### src/rtl/sync_fifo.sv
// Single-clock FIFO with registered read data, occupancy count, almost-full/empty
// thresholds and sticky overflow/underflow flags.
module sync_fifo #(
  parameter int ADDR_WIDTH    = 4,
  parameter int DATA_WIDTH    = 32,
  parameter int AFULL_THRESH  = 2,
  parameter int AEMPTY_THRESH = 2
) (
  input  logic                  clk,
  input  logic                  rst,
  input  logic                  winc,
  input  logic [DATA_WIDTH-1:0] wdata,
  input  logic                  rinc,
  input  logic                  err_clr,
  output logic [DATA_WIDTH-1:0] rdata,
  output logic                  rvalid,
  output logic                  wfull,
  output logic                  walmost_full,
  output logic                  rempty,
  output logic                  ralmost_empty,
  output logic [ADDR_WIDTH:0]   count,
  output logic                  overflow,
  output logic                  underflow
);

  localparam int unsigned        DEPTH     = 2 ** ADDR_WIDTH;
  localparam logic [ADDR_WIDTH:0] LP_DEPTH  = (ADDR_WIDTH + 1)'(DEPTH);
  localparam logic [ADDR_WIDTH:0] LP_ONE    = (ADDR_WIDTH + 1)'(1);
  localparam logic [ADDR_WIDTH:0] LP_AFULL  = (ADDR_WIDTH + 1)'(AFULL_THRESH);
  localparam logic [ADDR_WIDTH:0] LP_AEMPTY = (ADDR_WIDTH + 1)'(AEMPTY_THRESH);

  logic [DATA_WIDTH-1:0] r_mem [DEPTH];
  logic [ADDR_WIDTH:0]   r_wptr;
  logic [ADDR_WIDTH:0]   r_rptr;
  logic [ADDR_WIDTH:0]   r_count;
  logic [DATA_WIDTH-1:0] r_rdata;
  logic                  r_rvalid;
  logic                  r_ovf;
  logic                  r_udf;

  logic                  w_full;
  logic                  w_empty;
  logic                  w_wacc;
  logic                  w_racc;
  logic [ADDR_WIDTH:0]   w_free;

  // Status comes only from registered count, so winc/rinc never reach the flags.
  assign w_full  = (r_count == LP_DEPTH);
  assign w_empty = (r_count == '0);
  assign w_free  = LP_DEPTH - r_count;
  assign w_wacc  = winc & ~w_full;
  assign w_racc  = rinc & ~w_empty;

  always_ff @(posedge clk) begin
    if (!rst && w_wacc) begin
      r_mem[r_wptr[ADDR_WIDTH-1:0]] <= wdata;
    end
  end

  always_ff @(posedge clk) begin
    if (rst) begin
      r_wptr   <= '0;
      r_rptr   <= '0;
      r_count  <= '0;
      r_rdata  <= '0;
      r_rvalid <= 1'b0;
      r_ovf    <= 1'b0;
      r_udf    <= 1'b0;
    end else begin
      if (w_wacc) begin
        r_wptr <= r_wptr + LP_ONE;
      end
      if (w_racc) begin
        r_rptr  <= r_rptr + LP_ONE;
        r_rdata <= r_mem[r_rptr[ADDR_WIDTH-1:0]];
      end
      r_rvalid <= w_racc;
      case ({w_wacc, w_racc})
        2'b10:   r_count <= r_count + LP_ONE;
        2'b01:   r_count <= r_count - LP_ONE;
        default: r_count <= r_count;
      endcase
      // A new error event outranks a simultaneous clear.
      r_ovf <= (winc & w_full)  | (r_ovf & ~err_clr);
      r_udf <= (rinc & w_empty) | (r_udf & ~err_clr);
    end
  end

  assign rdata         = r_rdata;
  assign rvalid        = r_rvalid;
  assign count         = r_count;
  assign wfull         = w_full;
  assign rempty        = w_empty;
  assign walmost_full  = (w_free <= LP_AFULL);
  assign ralmost_empty = (r_count <= LP_AEMPTY);
  assign overflow      = r_ovf;
  assign underflow     = r_udf;

endmodule

### config.mk
export PLATFORM = sky130hd
export DESIGN_NAME = sync_fifo
export DESIGN_NICKNAME = d
export VERILOG_FILES = /design/src/rtl/sync_fifo.sv
export SDC_FILE = /design/constraint.sdc
export NUM_CORES = 1
export LEC_CHECK = 0
export CELL_PAD_IN_SITES_DETAIL_PLACEMENT = 0
export CELL_PAD_IN_SITES_GLOBAL_PLACEMENT = 1
export CORE_MARGIN = 3
export CORE_UTILIZATION = 53
export CTS_BUF_LIST = sky130_fd_sc_hd__clkbuf_16
export CTS_CLUSTER_DIAMETER = 120
export DETAILED_ROUTE_END_ITERATION = 6
export PLACE_DENSITY_LB_ADDON = 0.1
export SLEW_MARGIN = 15
export SYNTH_ARGS = -nofsm -noshare
export SYNTH_HDL_FRONTEND = slang
export SYNTH_SLANG_ARGS = --single-unit
### constraint.sdc
create_clock -name clk -period 5.1 [get_ports clk]
set_input_delay 1.275 -clock clk [delete_from_list [all_inputs] [get_ports clk]]
set_output_delay 1.275 -clock clk [all_outputs]
set_load 0.005 [all_outputs]
==> metrics.yaml, run 1 <==
critical_path:
  required_ns: 3.83
  rr_startpoint: "count[1]$_SDFFE_PP0P_"
  crit_arrival_ns: 2.66
  end_kind: "output pin"
  startpoint_type: "register"
  path_max_fanout: 13
  crit_type: "reg2out"
  cp-startpoint: "count[1]$_SDFFE_PP0P_"
synth:
  yosys-top-cells-count: "edfxtp_1, mux4_2, dfxtp_1"
  synthMostInstantiatedCell: "edfxtp_1"
  synthCells: 1016
  synth_largest_area_cell: "edfxtp_1"
  synthTopCellsByArea: "edfxtp_1, mux4_2, dfxtp_1, mux2i_1, a22oi_1"
  syn_area_um2: 21300
  synthArstFlopShare_pct: 0
  synthFlopType: "edfxtp_1"
  synth.distinct_cells: 48
  synth-seq-area-share_pct: 76.6
  syn_nets: 1067
  synth-edff-count: 512
  yosysWarnings: 0
  syn_area_per_cell_um2: 21.0
  synth-seq-cells: 560
  synth_top_cell_area_share_pct: 72.1
clock_tree:
  ctsResizeCount: 0
  cts-buffers-inserted: 56
  cts-root-buf: "clkbuf_16"
  worstSkewPairLatency_ns: 0.60
  cts.sink_count: 560
  post_cts_buffers: 0
  cts.clk_slew.worst_paths_ns: 0.06
  htreeDepth: 2
  cts_buffer_depth: 3
  cts_hold_buf: 0
  cts_tree: "yes"
cells_and_area:
  final_cells: 1698
  fill_cells: 2722
  seqCellArea_um2: 16300
  area_delta_synth_final_pct: 15.8
  multiInputGateArea_um2: 4740
  drive_above_1_share_pct: 21.9
  nets: 1185
  diodes: 0
timing:
  fmax_mhz: 254
  maxSlewViolCount: 0
  fin_tns_setup_ns: 0
  final.min_clock_period_ns: 3.94
  finalCritPeriodShare_pct: 77.2
  setup_viol: 0
  maxSlewHeadroom_pct: 21.1
  finClkSkew_ns: 0.0139
  hold_viol: 0
  worstMarginPinSlew_ns: 1.18
  rsz0062_at_grt: "false"
pwr:
  power.density_nw_per_um2: 436
  ir_worst_vdd_mv: 0.282
  p_sw_mw: 2.57
  power.leakage_nw: 7.59
  finalPower_mw: 10.8
  swShare_pct: 23.9
  combinationalPowerShare_pct: 13.8
  internal_power_mw: 8.19
  seq_power_share_pct: 50.0
  p_clk_share_pct: 36.2
placement:
  numPortBuffers: 80
  dp_hpwl_um: 27600
  post-place-cells: 1594
  gp_congestion: 0.785
floorplan:
  dieHeight_um: 207
  dieWidth_um: 207
  num_io_pins: 81
  num_rows: 72
  core_um2: 39200
  dieArea_um2: 42700
  start_util_pct: 54.4
routing:
  routed_via_density: 5.95
  routed_wl_um: 47000
  first_iter_violations: 902
  first_pass_iters: 5
  wire_per_inst_um: 27.7
  num_vias: 10100
  ant_nets: 0
  drc: 0
hold_path:
  min_path_type: "reg2reg"
  min_from: "rdata[0]$_SDFFE_PP0P_"
job:
  maxCapViolCount: 0
global_route:
  grt_pass1_wl_um: 70200
  grt_max_degree: 72
  grt-ovfl-total: 0
  antenna_found_initial: 0
  grt_usage_pct: 22.8
  grt_pass1_vias: 10500
outcome:
  status: "completed"
metal layers:
metal,share of wire [%],vias up,track usage (%),wire (um)
li1,-,4431,-,-
met1,43,5373,33.0,20300
met2,51,259,38.0,23700
met3,4.9,48,3.56,2320
met4,1.3,0,4.44,611
met5,0,-,0,0
placed cells by master, fill, tap and decap left out, drive strengths merged, types with 8 or more instances in the layout:
| master | count |
|---|---|
| ha | 14 |
| a22oi | 30 |
| nand2 | 42 |
| mux4 | 124 |
| clkbuf | 56 |
| nor2 | 43 |
| clkinv | 33 |
| mux2i | 39 |
| buf | 35 |
| o211ai | 28 |
| a21oi | 8 |
| dfxtp | 48 |
| clkdlybuf4s50 | 80 |
| inv | 22 |
| edfxtp | 512 |
final timing paths:
path	end	slack [ns]	depth (start not counted)
setup / recovery	walmost_full	1.16	7
hold reg to reg	rdata[0]$_SDFFE_PP0P_	0.47	2
setup reg to reg	count[4]$_SDFFE_PP0P_	1.89	12
hold / removal	rdata[0]$_SDFFE_PP0P_	0.47	2
flip-flops by register name, indices dropped and copies added, names as in the netlist:
name       cells
r_rptr         4
r_wptr         4
overflow       1
r_mem        512
underflow      1
rdata         32
count          5
rvalid         1
cell families after synthesis:
logic type	share of synthesized area [%]
adders and majority gates	0.821
buffers and inverters	1.78
and+or+nand+nor	2.32
AOI/OAI and AO/OA	3.18
DFF	76.6
xor gates and xnor gates	0.370
muxes	14.9
power groups by stage:
stage | Clock, mW | Combinational [mW] | Sequential (mW)
after CTS | 3.98 | 1.52 | 5.39
after global placement | 0 | 1.50 | 5.48
after global routing | 4.16 | 1.62 | 5.41
after floorplan | 0 | 0.882 | 5.39
final | 3.90 | 1.48 | 5.38
after detailed placement | 0 | 1.51 | 5.48
critical path, stage by stage, from the launching register on:
cell             delay, ns
dfxtp_1               0.61
inv_1                 0.12
ha_1                  0.23
and2_1                0.16
ha_1                  0.27
o21ai_0               0.08
nor2_1                0.09
clkdlybuf4s50_1       0.51
cell type report:
cell class	instances	share of cell area [%]
Timing Repair Buffer	115	4.76
Inverter	12	0.182
Multi-Input combinational cell	389	19.2
Tap cell	518	2.62
Sequential cell	560	66.2
Clock buffer	56	5.67
Clock inverter	48	1.39
stage by stage:
stage          util, %  cell area, um^2  setup WS (ns)  hold WS [ns]
2_1_floorplan        -            21300           1.45         0.461
3_3_place_gp      58.6            23000           1.31         0.460
3_5_place_dp      58.6            23000           1.27         0.463
4_1_cts           63.0            24700           1.10         0.477
5_1_grt           63.0            24700          0.986         0.512
6_report          63.0            24700           1.16         0.475
Power figures use the tool's default switching activity.
==> run 2: changes to the inputs <==
==> constraint.sdc (replaced) <==
create_clock -name clk -period 4.04 [get_ports clk]
set_input_delay 1.01 -clock clk [delete_from_list [all_inputs] [get_ports clk]]
set_output_delay 1.01 -clock clk [all_outputs]
set_load 0.005 [all_outputs]
==> metrics.yaml, run 2 (synthesized netlist as in run 1, its figures left out) <==
critical_path:
  r2r_cells: 11
  required_ns: 3.03
  startpoint_type: "register"
  crit_type: "reg2out"
  crit_arrival_ns: 2.72
  rr_startpoint: "count[1]$_SDFFE_PP0P_"
  reg2reg_to: "count[4]$_SDFFE_PP0P_"
  rrSetupSlack_ns: 0.90
  end_kind: "output pin"
  path_max_fanout: 13
floorplan:
  core_um2: 39200
  dieHeight_um: 207
  start_util_pct: 54.4
  num_rows: 72
  dieWidth_um: 207
  num_io_pins: 81
  dieArea_um2: 42700
clock_tree:
  worstSkewPairLatency_ns: 0.60
  cts.clk_slew.worst_paths_ns: 0.06
  htreeDepth: 2
  cts_buffer_depth: 3
  cts_hold_buf: 0
  cts_tree: "yes"
  cts-root-buf: "clkbuf_16"
  post_cts_buffers: 0
  ctsResizeCount: 0
  cts.sink_count: 560
  cts-buffers-inserted: 56
placement:
  dp_hpwl_um: 24800
  post-place-cells: 1602
  gp_congestion: 0.743
  numPortBuffers: 80
timing:
  finalCritPeriodShare_pct: 92.3
  hold_viol: 0
  fin_tns_setup_ns: 0
  maxSlewHeadroom_pct: 31.5
  final.min_clock_period_ns: 3.73
  worstMarginPinSlew_ns: 1.03
  rsz0062_at_grt: "false"
  maxSlewViolCount: 0
  finClkSkew_ns: 0.0197
  fmax_mhz: 268
  setup_viol: 0
  holdWs_ns: 0.471
routing:
  ant_nets: 0
  drc: 0
  routed_via_density: 5.95
  num_vias: 10200
  first_pass_iters: 5
  wire_per_inst_um: 26.1
  routed_wl_um: 44500
  first_iter_violations: 871
global_route:
  grt-ovfl-total: 0
  grt_pass1_wl_um: 66800
  grt_usage_pct: 21.5
  antenna_found_initial: 0
  grt_pass1_vias: 10400
  grt_max_degree: 56
cells_and_area:
  final_cells: 1708
  largest_register_ffs: 512
  nets: 1193
  postLayoutCoreUtil_pct: 63.4
  final_cell_mix: "edfxtp_1, mux4_2, clkdlybuf4s50_1, clkbuf_16, dfxtp_1"
  drive_above_1_share_pct: 22.6
  area_delta_synth_final_pct: 16.5
  mostFrequentLayoutCell: "edfxtp_1"
hold_path:
  holdPathStages: 2
  whs_endpoint: "rdata[6]$_SDFFE_PP0P_"
  min_path_type: "reg2reg"
  min_from: "rdata[6]$_SDFFE_PP0P_"
outcome:
  status: "completed"
pwr:
  power.density_nw_per_um2: 545
  power.leakage_nw: 7.68
  ir_worst_vdd_mv: 0.373
job:
  maxCapViolCount: 0
[run 2: critical path, cell delays in order (launching register included)]
cell and delay [ns]:
dfxtp_1 0.59, inv_1 0.11, ha_1 0.22, and2_1 0.17
ha_1 0.29, o21ai_0 0.08, nor2_1 0.14, clkdlybuf4s50_1 0.53
[run 2: final cells by class]
type                       count  area [um^2]
multi-input combinational    389         4740
clock buffer                  58         1450
sequential                   560        16300
tap                          518          648
antenna                        1         2.50
timing repair buffer         123         1290
fill                        2694        14300
clock inverter                47          322
inverter                      12         45.0
[run 2: worst max-delay path by stage]
stage | slack [ns] | endpoint | cells past startpoint | startpoint
6_report | 0.31 | walmost_full | 7 | count[1]$_SDFFE_PP0P_
5_1_grt | 0.13 | walmost_full | 7 | count[1]$_SDFFE_PP0P_
4_1_cts | 0.26 | walmost_full | 7 | count[1]$_SDFFE_PP0P_
3_5_place_dp | 0.56 | r_mem[1][21]$_DFFE_PP_ | 4 | rst
3_3_place_gp | 0.58 | r_mem[1][21]$_DFFE_PP_ | 4 | rst
2_1_floorplan | 0.39 | r_mem[15][0]$_DFFE_PP_ | 9 | count[1]$_SDFFE_PP0P_
[run 2: metal layers]
metal  GRT usage [%]  part of all wire (%)  vias up
li1                -                     -     4455
met1            31.6                    44     5374
met2            34.6                    49      274
met3            3.15                   5.3       56
met4            5.65                   1.8        0
met5               0                     0        -
[run 2: report_power, final]
group          switching, mW  total [mW]  internal (mW)
logic                  0.884        1.85          0.968
clock network           2.09        4.93           2.84
registers              0.205        6.77           6.56
total                   3.17        13.5           10.4
[run 2: through the flow]
stage               cell area [um^2]  setup WS, ns  total power, mW
detailed placement             23100         0.561             8.77
finish                         24800         0.312             13.5
global route                   24800         0.130             14.1
global placement               23100         0.576             8.77
CTS                            24800         0.263             13.7
floorplan                      21300         0.393             7.91
==> run 3: changes to the inputs <==
--- a/config.mk
+++ b/config.mk
@@ -13,6 +13,7 @@
 export CTS_CLUSTER_DIAMETER = 120
 export DETAILED_ROUTE_END_ITERATION = 6
 export PLACE_DENSITY_LB_ADDON = 0.1
+export RECOVER_POWER = 100
 export SLEW_MARGIN = 15
 export SYNTH_ARGS = -nofsm -noshare
 export SYNTH_HDL_FRONTEND = slang
==> metrics.yaml, run 3 (synthesized netlist as in run 1, its figures left out) <==
routing:
  wire_per_inst_um: 26.1
  first_pass_iters: 5
  drc: 0
  num_vias: 10100
  routed_wl_um: 44600
  ant_nets: 0
  routed_via_density: 5.93
  first_iter_violations: 878
pwr:
  finalPower_mw: 13.4
  power.density_nw_per_um2: 545
  power.leakage_nw: 7.76
  ir_worst_vdd_mv: 0.367
critical_path:
  crit_top_cell: "ha_1"
  startpoint_type: "register"
  rr_startpoint: "count[1]$_SDFFE_PP0P_"
  crit_type: "reg2out"
  end_kind: "output pin"
  slowest_stage: "dfxtp_1"
  slowest_delay_ns: 0.59
  required_ns: 3.03
  cp_num_buf_inv: 2
  r2r_cells: 9
  reg2reg_to: "r_mem[5][14]$_DFFE_PP_"
  cpLargestDelayFamily: "buffers and inverters"
  rrSetupSlack_ns: 0.40
  path_max_fanout: 13
  cp_cell_sequence: "inv_1, ha_1, and2_0, ha_1, o21ai_0, nor2_1, clkdlybuf4s50_1"
  cp-startpoint: "count[1]$_SDFFE_PP0P_"
  crit_arrival_ns: 2.73
floorplan:
  num_rows: 72
  dieWidth_um: 207
  dieHeight_um: 207
  core_um2: 39200
  num_io_pins: 81
  dieArea_um2: 42700
  start_util_pct: 54.4
global_route:
  antenna_found_initial: 3
  grt_max_degree: 56
  grt_pass1_vias: 10400
  grt-ovfl-total: 0
  grt_pass1_wl_um: 66800
  grt_usage_pct: 21.5
clock_tree:
  worstSkewPairLatency_ns: 0.60
  cts.sink_count: 560
  cts.clk_slew.worst_paths_ns: 0.06
  cts_hold_buf: 0
  htreeDepth: 2
  cts_tree: "yes"
  cts-root-buf: "clkbuf_16"
  cts_buffer_depth: 3
  cts-buffers-inserted: 56
  ctsResizeCount: 0
  post_cts_buffers: 0
outcome:
  failed_checks: "max-capacitance violations, max-slew violations"
  status: "finished, violations left"
placement:
  numPortBuffers: 80
  gp_congestion: 0.743
  placed_cell_area_um2: 23100
  dp_hpwl_um: 24800
hold_path:
  whs_endpoint: "rdata[6]$_SDFFE_PP0P_"
  holdPathStages: 2
  min_from: "rdata[6]$_SDFFE_PP0P_"
  min_path_type: "reg2reg"
cells_and_area:
  nets: 1193
  final_cell_mix: "edfxtp_1, mux4_2, dlygate4sd3_1, clkbuf_16, dfxtp_1"
  drive_above_1_share_pct: 21.2
  stdcell_area_um2: 24700
  area_delta_synth_final_pct: 15.7
  largest_register_ffs: 512
  mostFrequentLayoutCell: "edfxtp_1"
timing:
  rsz0062_at_grt: "false"
  finClkSkew_ns: 0.0176
  fin_tns_setup_ns: 0
  setup_viol: 0
  finalCritPeriodShare_pct: 92.7
  final.min_clock_period_ns: 3.74
  maxSlewHeadroom_pct: -18.4
  maxSlewViolCount: 15
  worstMarginPinSlew_ns: 1.77
  hold_viol: 0
  holdWs_ns: 0.462
  fmax_mhz: 267
job:
  maxCapViolCount: 1
==> run 3: cell count changes in the layout (fill, tap and decap cells not counted), moves of 9 or more <==
cell / previous run / this run
clkdlybuf4s50_1: 80 / 5
buf_4: 30 / 10
dlygate4sd3_1: 0 / 75
clkbuf_2: 0 / 11
clkbuf_1: 0 / 9
nor2_4: 18 / 8
==> run 3: worst reg2reg max path: stages, from the launching register on <==
cell,delay (ns)
dfxtp_1,0.59
inv_1,0.11
ha_1,0.22
and2_0,0.18
ha_1,0.23
nor2b_1,0.17
clkbuf_1,0.38
nand2_1,0.23
nor2_1,0.48
clkbuf_4,0.66
==> run 3: report_power, final <==
group          switching (mW)  internal [mW]  leakage [nW]
clock network            2.09           2.84         0.938
logic                   0.872          0.881          1.81
registers               0.199           6.56          5.01
total                    3.16           10.3          7.76
==> run 3: metal layers <==
metal	GRT usage (%)	share of wire, %
met3	3.15	5.0
met5	0	0
met4	5.65	1.9
met1	31.6	44
met2	34.6	49
==> run 3: cell type report <==
| cell class | instances | area, um^2 |
|---|---|---|
| inverters | 12 | 45.0 |
| multi-input cells | 389 | 4670 |
| flip-flops and latches | 560 | 16300 |
| clock buffers | 58 | 1450 |
| diodes | 2 | 5.00 |
| fillers | 2734 | 14500 |
| well taps | 518 | 648 |
| repair buffers | 123 | 1170 |
| clock inverters | 47 | 322 |
==> run 3: how the worst max path moves through the flow <==
stage                        endpoint  slack (ns)  cells after the start
3_3_place_gp   r_mem[1][21]$_DFFE_PP_        0.58                      4
5_1_grt        r_mem[5][21]$_DFFE_PP_        0.09                      9
2_1_floorplan  r_mem[15][0]$_DFFE_PP_        0.39                      9
6_report                 walmost_full        0.30                      7
4_1_cts                  walmost_full        0.26                      7
3_5_place_dp   r_mem[1][21]$_DFFE_PP_        0.56                      4
==> run 3: through the flow <==
step	cells	worst slack (ns)	util (%)
6_report	1709	0.295	62.9
3_3_place_gp	1602	0.576	58.9
2_1_floorplan	1016	0.393	-
4_1_cts	1707	0.263	63.4
5_1_grt	1707	0.0878	62.9
3_5_place_dp	1602	0.561	58.9
